**src/rtl/information_demapper.sv**
```systemverilog
// rtl/information_demapper.sv - compacts indicator-selected bits of mapped words back into P-bit information words
module information_demapper #(
  parameter int MAPPER_PARALLELISM = 8
) (
  input  logic                                    clk,
  input  logic                                    reset,
  input  logic                                    mapped_fifo_empty,
  input  logic [MAPPER_PARALLELISM-1:0]           mapped_fifo_rd_data,
  input  logic [MAPPER_PARALLELISM-1:0]           mapping_indicators,
  output logic                                    mapped_fifo_rd_req,
  input  logic                                    data_out_fifo_full,
  input  logic                                    flush,
  output logic                                    data_out_fifo_wr_req,
  output logic [MAPPER_PARALLELISM-1:0]           data_out_fifo_wr_data,
  output logic [$clog2(MAPPER_PARALLELISM):0]     fill_level
);

  localparam int P  = MAPPER_PARALLELISM;
  localparam int FW = $clog2(P) + 1;
  localparam int SW = FW + 1;
  localparam int AW = 2 * P - 1;

  logic [AW-1:0] acc;
  logic          flush_pending;

  logic [FW-1:0] prefix [P];
  logic [FW-1:0] k;
  logic [P-1:0]  ext;
  logic [SW-1:0] sum;
  logic          word_done;
  logic [AW-1:0] merged;
  logic          flush_active;

  // prefix[i] is the stream position the bit at word index i lands on
  always_comb begin
    prefix[0] = '0;
    for (int i = 1; i < P; i++) begin
      prefix[i] = prefix[i-1] + FW'(mapping_indicators[i-1]);
    end
    k = prefix[P-1] + FW'(mapping_indicators[P-1]);
  end

  always_comb begin
    ext = '0;
    for (int j = 0; j < P; j++) begin
      for (int i = 0; i < P; i++) begin
        if (mapping_indicators[i] && (prefix[i] == FW'(j))) begin
          ext[j] = ext[j] | mapped_fifo_rd_data[i];
        end
      end
    end
  end

  // bits above fill_level in acc are always zero, so OR-merge is safe
  assign sum          = {1'b0, fill_level} + {1'b0, k};
  assign word_done    = (sum >= SW'(P));
  assign merged       = acc | (AW'(ext) << fill_level);
  assign flush_active = flush | flush_pending;

  assign mapped_fifo_rd_req = !reset && !mapped_fifo_empty && !flush_active &&
                              !(data_out_fifo_full && word_done);

  always_ff @(posedge clk or posedge reset) begin
    if (reset) begin
      acc                   <= '0;
      flush_pending         <= 1'b0;
      fill_level            <= '0;
      data_out_fifo_wr_req  <= 1'b0;
      data_out_fifo_wr_data <= '0;
    end else begin
      data_out_fifo_wr_req <= 1'b0;
      if (mapped_fifo_rd_req) begin
        if (word_done) begin
          data_out_fifo_wr_req  <= 1'b1;
          data_out_fifo_wr_data <= merged[P-1:0];
          acc                   <= merged >> P;
          fill_level            <= FW'(sum - SW'(P));
        end else begin
          acc        <= merged;
          fill_level <= sum[FW-1:0];
        end
      end else if (flush_active) begin
        if (!data_out_fifo_full) begin
          flush_pending <= 1'b0;
          if (fill_level != '0) begin
            data_out_fifo_wr_req  <= 1'b1;
            data_out_fifo_wr_data <= acc[P-1:0];
            acc                   <= '0;
            fill_level            <= '0;
          end
        end else begin
          flush_pending <= 1'b1;
        end
      end
    end
  end

endmodule
```
**config.mk**
```make
export PLATFORM = sky130hd
export DESIGN_NAME = information_demapper
export DESIGN_NICKNAME = d
export VERILOG_FILES = /design/src/rtl/information_demapper.sv
export SDC_FILE = /design/constraint.sdc
export NUM_CORES = 1
export LEC_CHECK = 0
export ABC_AREA = 1
export BUFFER_PORTS_ARGS = -buffer_cell sky130_fd_sc_hd__buf_2
export CORE_MARGIN = 10
export CORE_UTILIZATION = 35
export CTS_CLUSTER_DIAMETER = 200
export DETAILED_ROUTE_END_ITERATION = 8
export SYNTH_ARGS = -nofsm -noshare
export SYNTH_HDL_FRONTEND = slang
export SYNTH_SLANG_ARGS = --single-unit
```
**constraint.sdc**
```tcl
create_clock -name clk -period 3.6 [get_ports clk]
set_input_delay 0 -clock clk [delete_from_list [all_inputs] [get_ports clk]]
set_output_delay 0 -clock clk [all_outputs]
set_load 0.005 [all_outputs]
```
---- Word-level counts from Yosys, hierarchy flattened ----
Index checks and enable logic that the tools add are counted.
W data, S select, Z words.
storage, ports and cells
  output and inout bits ................... 14
  input port bits ......................... 21
  register bits after elaboration ......... 29
  logic and storage cells ................. 249
cells by class
  bitwise operators ....................... 46
  order comparisons ....................... 1
  muxes and demuxes ....................... 72
  shift operators ......................... 1
  eq/ne operators ......................... 44
  reductions and logical operators ........ 71
  add/sub/neg operators ................... 9
operators by type and width
  cell                  number
  $mux W15              5
  $eq A4 B3 Y1 const B  16
  $mux W1               57
  $logic_and A1 B1 Y1   54
  $or A1 B1 Y1          44
  $mux W8               5
  $eq A4 B2 Y1 const B  8
  $logic_not A4 Y1      7
  $mux W4               5
  $add A4 B1 Y4         4
  $eq A4 B1 Y1 const B  4
  $or A15 B15 Y15       1
  $shl A8 B4 Y15        1
  $eq A2 B3 Y1 const B  4
  $eq A3 B3 Y1 const B  4
  $eq A3 B2 Y1 const B  2
  $add A4 B4 Y5         1
  $ge A5 B4 Y1 const B  1
  $add A3 B1 Y4         1
  $eq A2 B2 Y1 const B  2
  $logic_not A1 Y1      4
  $reduce_and A4 Y1     1
  $reduce_bool A2 Y1    2
  $reduce_bool A4 Y1    1
  10 further kinds      10

---- Longest topological paths before layout ----
  depth in word-level cells ............... 19
  gate-level depth with buffers ........... 27
  depth with buffers taken out ............ 27

---- Worst setup path after synthesis ----
OpenSTA, ideal clock, no wires.
  path type ............................... input-to-reg
  from .................................... input mapping_indicators[0]
  to ...................................... register acc[0]
  buffers on the path ..................... 0
  data arrival time ....................... 4193 ps
  slack ................................... -676 ps
  setup time .............................. 83 ps
  data required time ...................... 3517 ps
  cell stages on the path ................. 20
  path through ............................ fa_1 > ha_1 > ha_1 > ha_1 > ha_1 > ha_1 > ha_1 > ha_1 > a21o_1 > a21oi_1 > xor2_1 > and2_2 > inv_2 > nor2_4 > nor2_1 > nor3_2 > nand3_1 > a31oi_1 > o21ai_1 > o21ai_0
between the ends
  word-level cells in the longest chain between the ends .. 19
  elaborated cells on any way between the ends .. 213
  those cells by class .................... 8 x add/sub; 1 x order compare; 43 x eq/ne; 1 x shift; 53 x mux; 44 x bitwise; 63 x reduce/logical
ends and longest elaborated chain
  what                                                                    line  text
  start, declared                                                         9     input logic [MAPPER_PARALLELISM-1:0] mapping_indicators,
  parallel branches: the longest is 19 deep, another holds $add A4 B4 Y5  n/a
  end signal, assigned                                                    76    acc <= merged >> P;
  end signal, assigned                                                    79    acc <= merged;
  end, declared                                                           23    logic [AW-1:0] acc;
Several ways; the timed one is not identified.
A chain may end at the register's enable or synchronous reset.

---- Worst setup path in the final report ----
Same ends and word-level chain as after synthesis.

==> results by stage <==
Die:
- The core box area is 8258 µm².
- Row generation in the floorplan step produced 33 rows.
- The height of the die is 112.4 µm.
- The width of the chip is 112.4 µm.
- The initial standard-cell utilization of the core is 36.17%.
- During I/O placement, the number of pins put on the boundary was 35.
- The area of the die is 12630 µm².

Timing:
- The clock arrives with 0.01330 ns of skew.
- The final count of pins violating max slew came to 0.
- Setup repair after global routing could not meet its margin everywhere.
- The aggregate negative setup slack is -1.647 ns.
- At the pin with the least slew margin, the transition time is 0.6622 ns.
- The number of endpoints with negative hold slack in the final report came to 0.
- The number of setup violations in the final report is 25.
- The shortest period the worst path allows is 3.739 ns.
- The share of the clock period used by the worst path is 103.9%.
- The normalized max-slew margin is 55.69%.
- Timing would allow up to 0.2675 GHz.
- The final-layout worst hold slack is 0.2212 ns.
- The post-route worst setup slack is -0.1386 ns.

Global routing:
- The via count of the first global-routing pass is 3270.
- Global routing consumed, over all layers together, 13.83% of the routing resources.
- The first global-routing pass estimated 15140 µm of wire.
- Entering global routing, the biggest net connects 16 pins.
- The number of antenna violations at the first check in global routing came to 0.
- The aggregate global routing overflow is 0.

Worst setup path:
- Traced cell by cell, the critical path runs through buf_8 -> fa_2 -> ha_4 -> ha_4 -> ha_4 -> ha_4 -> ha_4 -> ha_4 -> ha_4 -> a21o_1 -> a21oi_2 -> xor2_1 -> and2_4 -> inv_4 -> nor2_4 -> nor2_4 -> nor3_4 -> nand3_2 -> a31oi_1 -> o21ai_1 -> o21ai_1.
- The largest individual stage delay along the critical path comes from the cell sky130_fd_sc_hd__fa_2.
- In this run the critical register-to-register path is launched from fill_level[0].
- Setup slack on the worst reg-to-reg path comes out at 0.95 ns.
- In this run the critical register-to-register path is captured at acc[0].
- Counting stages on the worst path, the most repeated cell is sky130_fd_sc_hd__ha_4.
- For the worst setup path, the data required time is 3.81 ns.
- The kind of cell adding the most delay to the critical path is adder cells.
- Of all nets on the critical path, the largest fanout is 4.
- The critical path is of the in -> reg type.
- The kind of capture point of the worst setup path is a register.
- The cell count of the worst reg-to-reg path is 15.
- Data arrives at the worst endpoint at 3.95 ns.
- The number of buffers and inverters on the critical path is 2.
- STA classifies the critical path startpoint as a primary input.
- The largest stage delay on the critical path is 0.63 ns.

Power:
- The switching power share of the total is 48.65%.
- VDD sags by at most 414.0 µV.
- The clock network burns 9.8% of the power.
- The net switching power of the design is 0.001295 W.
- The analysis attributes to cell leakage a power of 2.122 nW.
- The internal portion of the total power is 0.001366 W.
- Combinational logic burns 69.2% of the power.
- The ratio of total power to cell area is 636.4 nW/µm².
- The register share of total power is 21.0%.

Clocking:
- The total clock sinks is 29.
- Clock-pin slew was measured on the worst setup and hold paths at 0.06 ns.
- The clock tree synthesis step divided the H-tree into 2 levels.
- The later pin in the worst-skew pair is clocked with a latency of 0.29 ns.
- TritonCTS built the clock tree.
- The TritonCTS buffer count is 5.
- The maximum count of clock buffers along a single path is 2.
- The root cell of the clock tree is sky130_fd_sc_hd__clkbuf_8.

Detailed routing:
- The detail route stage leaves a number of antenna-violating nets equal to 0.
- In the final routed layout, each cell accounts on average for 13.34 µm.
- The wire length reported by the detailed router is 8896 µm.
- The number of optimization iterations in the first detailed-route pass is 5.
- For this block, the initial DRC count from the detailed router was 192.
- Across all layers, the routed design uses 3405 vias.
- Using the TritonRoute via totals, the vias-per-cell ratio works out to 5.105.
- The number of remaining DRC errors is 0.

Layout:
- The number of nets in the finished design is 603.
- Of the cells placed in the final design, the portion with a size suffix greater than 1 is 31.49%.
- The layout has 829 filler cells.
- The final core utilization is 50.64%.
- From synthesis to final layout, the design area changed by 40.01%.
- Once layout is done, the placed cells without fillers occupy 4182 µm².
- The count of inserted antenna diode cells is 0.

Placement:
- The number of port buffers is 34.
- Routability-driven placement finished with a final weighted congestion of 0.8741.
- Once placement finished, the instance area stood at 3702 µm².
- Detailed placement ended at an HPWL of 6978 µm.

Yosys:
- By area, the combinational part of the netlist is dominated by simple AND/OR/NAND/NOR gates.
- Synthesis produced a netlist whose cell count is 468.
- The post-synth net total is 510.
- The synthesized netlist devotes 1.466% of its cell area to XOR and XNOR gates.
- The post-synthesis adder-cell area fraction is 9.300%.
- The number of unique standard cell types used by synthesis is 39.
- The fraction of synthesis flops using an asynchronous set or reset pin is 100.0%.
- Summing the areas of all and, or, nand and nor instances in the mapped netlist gives 47.17% of the synthesized area.
- The share of the synthesized area in compound gates (AO/OA/AOI/OAI) is 8.379%.
- In this run the mean area of a mapped cell was 6.382 µm².
- The most used flip-flop cell after synthesis is sky130_fd_sc_hd__dfrtp_1.
- The number of register bits inferred by synthesis is 29.
- The Yosys step of the flow raised 0 warnings.
- The area of the mapped netlist is 2987 µm².
- After synthesis, flip-flops and latches occupy 24.30% of the total area.
- In the synthesized netlist, mux cells make up 0% of the area.
- The synthesized design contains 0 enable-type register cells.

Min path:
- The number of cells traversed by the worst hold path is 5.
- The hold-critical path endpoint is fill_level[0].
- The startpoint of the lowest-slack hold path is mapping_indicators[7].
- The min-delay analysis places its worst path in the category in -> reg.

Outcome:
- The checks that failed: negative setup slack.
- The flow ran to the end, but the final reports show violations.

Flow run:
- The number of maximum-capacitance violations is 0.
[synthesized netlist by cell type (all sizes together), types with 2 or more instances]
cell    instances  share of area (%)
fa              2                1.3
nand2         146                 21
inv            62                7.9
nand4           6                1.3
o221ai          2               0.59
o21ai          15                2.6
nand3b          2               0.50
ha             19                8.0
buf             4               0.88
clkinv          4               0.50
nand3          94                 17
a31oi           8                1.7
nor3            7                1.3
a22oi           2               0.50
o211ai          3               0.75
a21oi           5               0.84
xor2            4                1.2
dfrtp          29                 24
nor2           46                6.5
[tightest hold or removal path: cells and delay by family]
family / cells / cell delay, ns
simple gates: 1 / 0.05
buf+inv: 1 / 0.12
fa+ha+maj: 2 / 0.26
compound gates: 1 / 0.04
[layout make-up]
type,instances,area [µm²],share of cell area (%)
Clock buffer,6,72.57,1.735
Clock inverter,2,10.01,0.2394
Inverter,66,262.8,6.284
Multi-Input combinational cell,368,2310,55.24
Sequential cell,29,725.7,17.35
Tap cell,105,131.4,3.142
Timing Repair Buffer,90,658.1,15.74
Timing Repair inverter,1,11.26,0.2693
[routing by layer]
layer / track usage (%) / wire length [µm] / vias to the layer above
met1: 18.88 / 4278 / 1600
li1: - / - / 1721
met4: 1.607 / 31 / 0
met5: 0 / 0 / -
met2: 22.79 / 4230 / 79
met3: 2.396 / 356 / 5
[timing repair]
item,4_1_cts,5_1_grt
endpoints found under the setup margin,29,29
setup buffers,6,8
hold buffers,3,0
gates resized for setup,22,52
gates cloned,2,0
hold endpoints to repair,15,0
pin swaps,19,14
[layout by cell type (no fill, tap or decap), drive strengths merged, types with 6 or more instances in the layout]
master and n:
buf 87, o21ai 15, nand3 94, clkbuf 6
nor3 7, dfrtp 29, nand4 6, inv 64
nand2 146, ha 19, nor2 46, a31oi 8
[worst max-delay path by stage]
stage	startpoint	endpoint	slack (ns)	cells after the start
2_1_floorplan	mapping_indicators[2]	acc[0]	-0.25	20
3_3_place_gp	mapping_indicators[2]	acc[0]	-0.35	24
3_5_place_dp	mapping_indicators[2]	acc[0]	-0.50	25
4_1_cts	mapping_indicators[0]	acc[0]	-0.15	21
5_1_grt	mapping_indicators[0]	acc[2]	-0.32	27
6_report	mapping_indicators[0]	acc[0]	-0.14	21
[sequential cells by signal, indices dropped and copies added, names as in the netlist]
name                   count
acc                       15
data_out_fifo_wr_data      8
data_out_fifo_wr_req       1
fill_level                 4
flush_pending              1
[stage by stage]
step / total power [W] / setup slack [ns] / cells
4_1_cts: 0.002441 / -0.1511 / 660
2_1_floorplan: 0.001513 / -0.2534 / 468
3_5_place_dp: 0.002054 / -0.4952 / 641
6_report: 0.002661 / -0.1386 / 667
3_3_place_gp: 0.002043 / -0.3476 / 641
5_1_grt: 0.002886 / -0.3163 / 667
[kinds of logic (layout without fill, tap and decap cells)]
kind of cell,count (synthesis),in the layout
and+or+nand+nor,302,302
buffers and inverters,71,165
AOI/OAI and AO/OA,40,40
DFF,29,29
adders and majority gates,21,21
xor gates and xnor gates,5,5
[power by group through the flow]
stage	logic (W)	clock network (W)	registers, W
detailed placement	0.00150	0	0.000552
global route	0.00203	0.000277	0.000575
global placement	0.00149	0	0.000549
floorplan	0.00100	0	0.000513
CTS	0.00163	0.000266	0.000550
finish	0.00184	0.000261	0.000558
No activity file was read; power rests on OpenSTA's default activity.
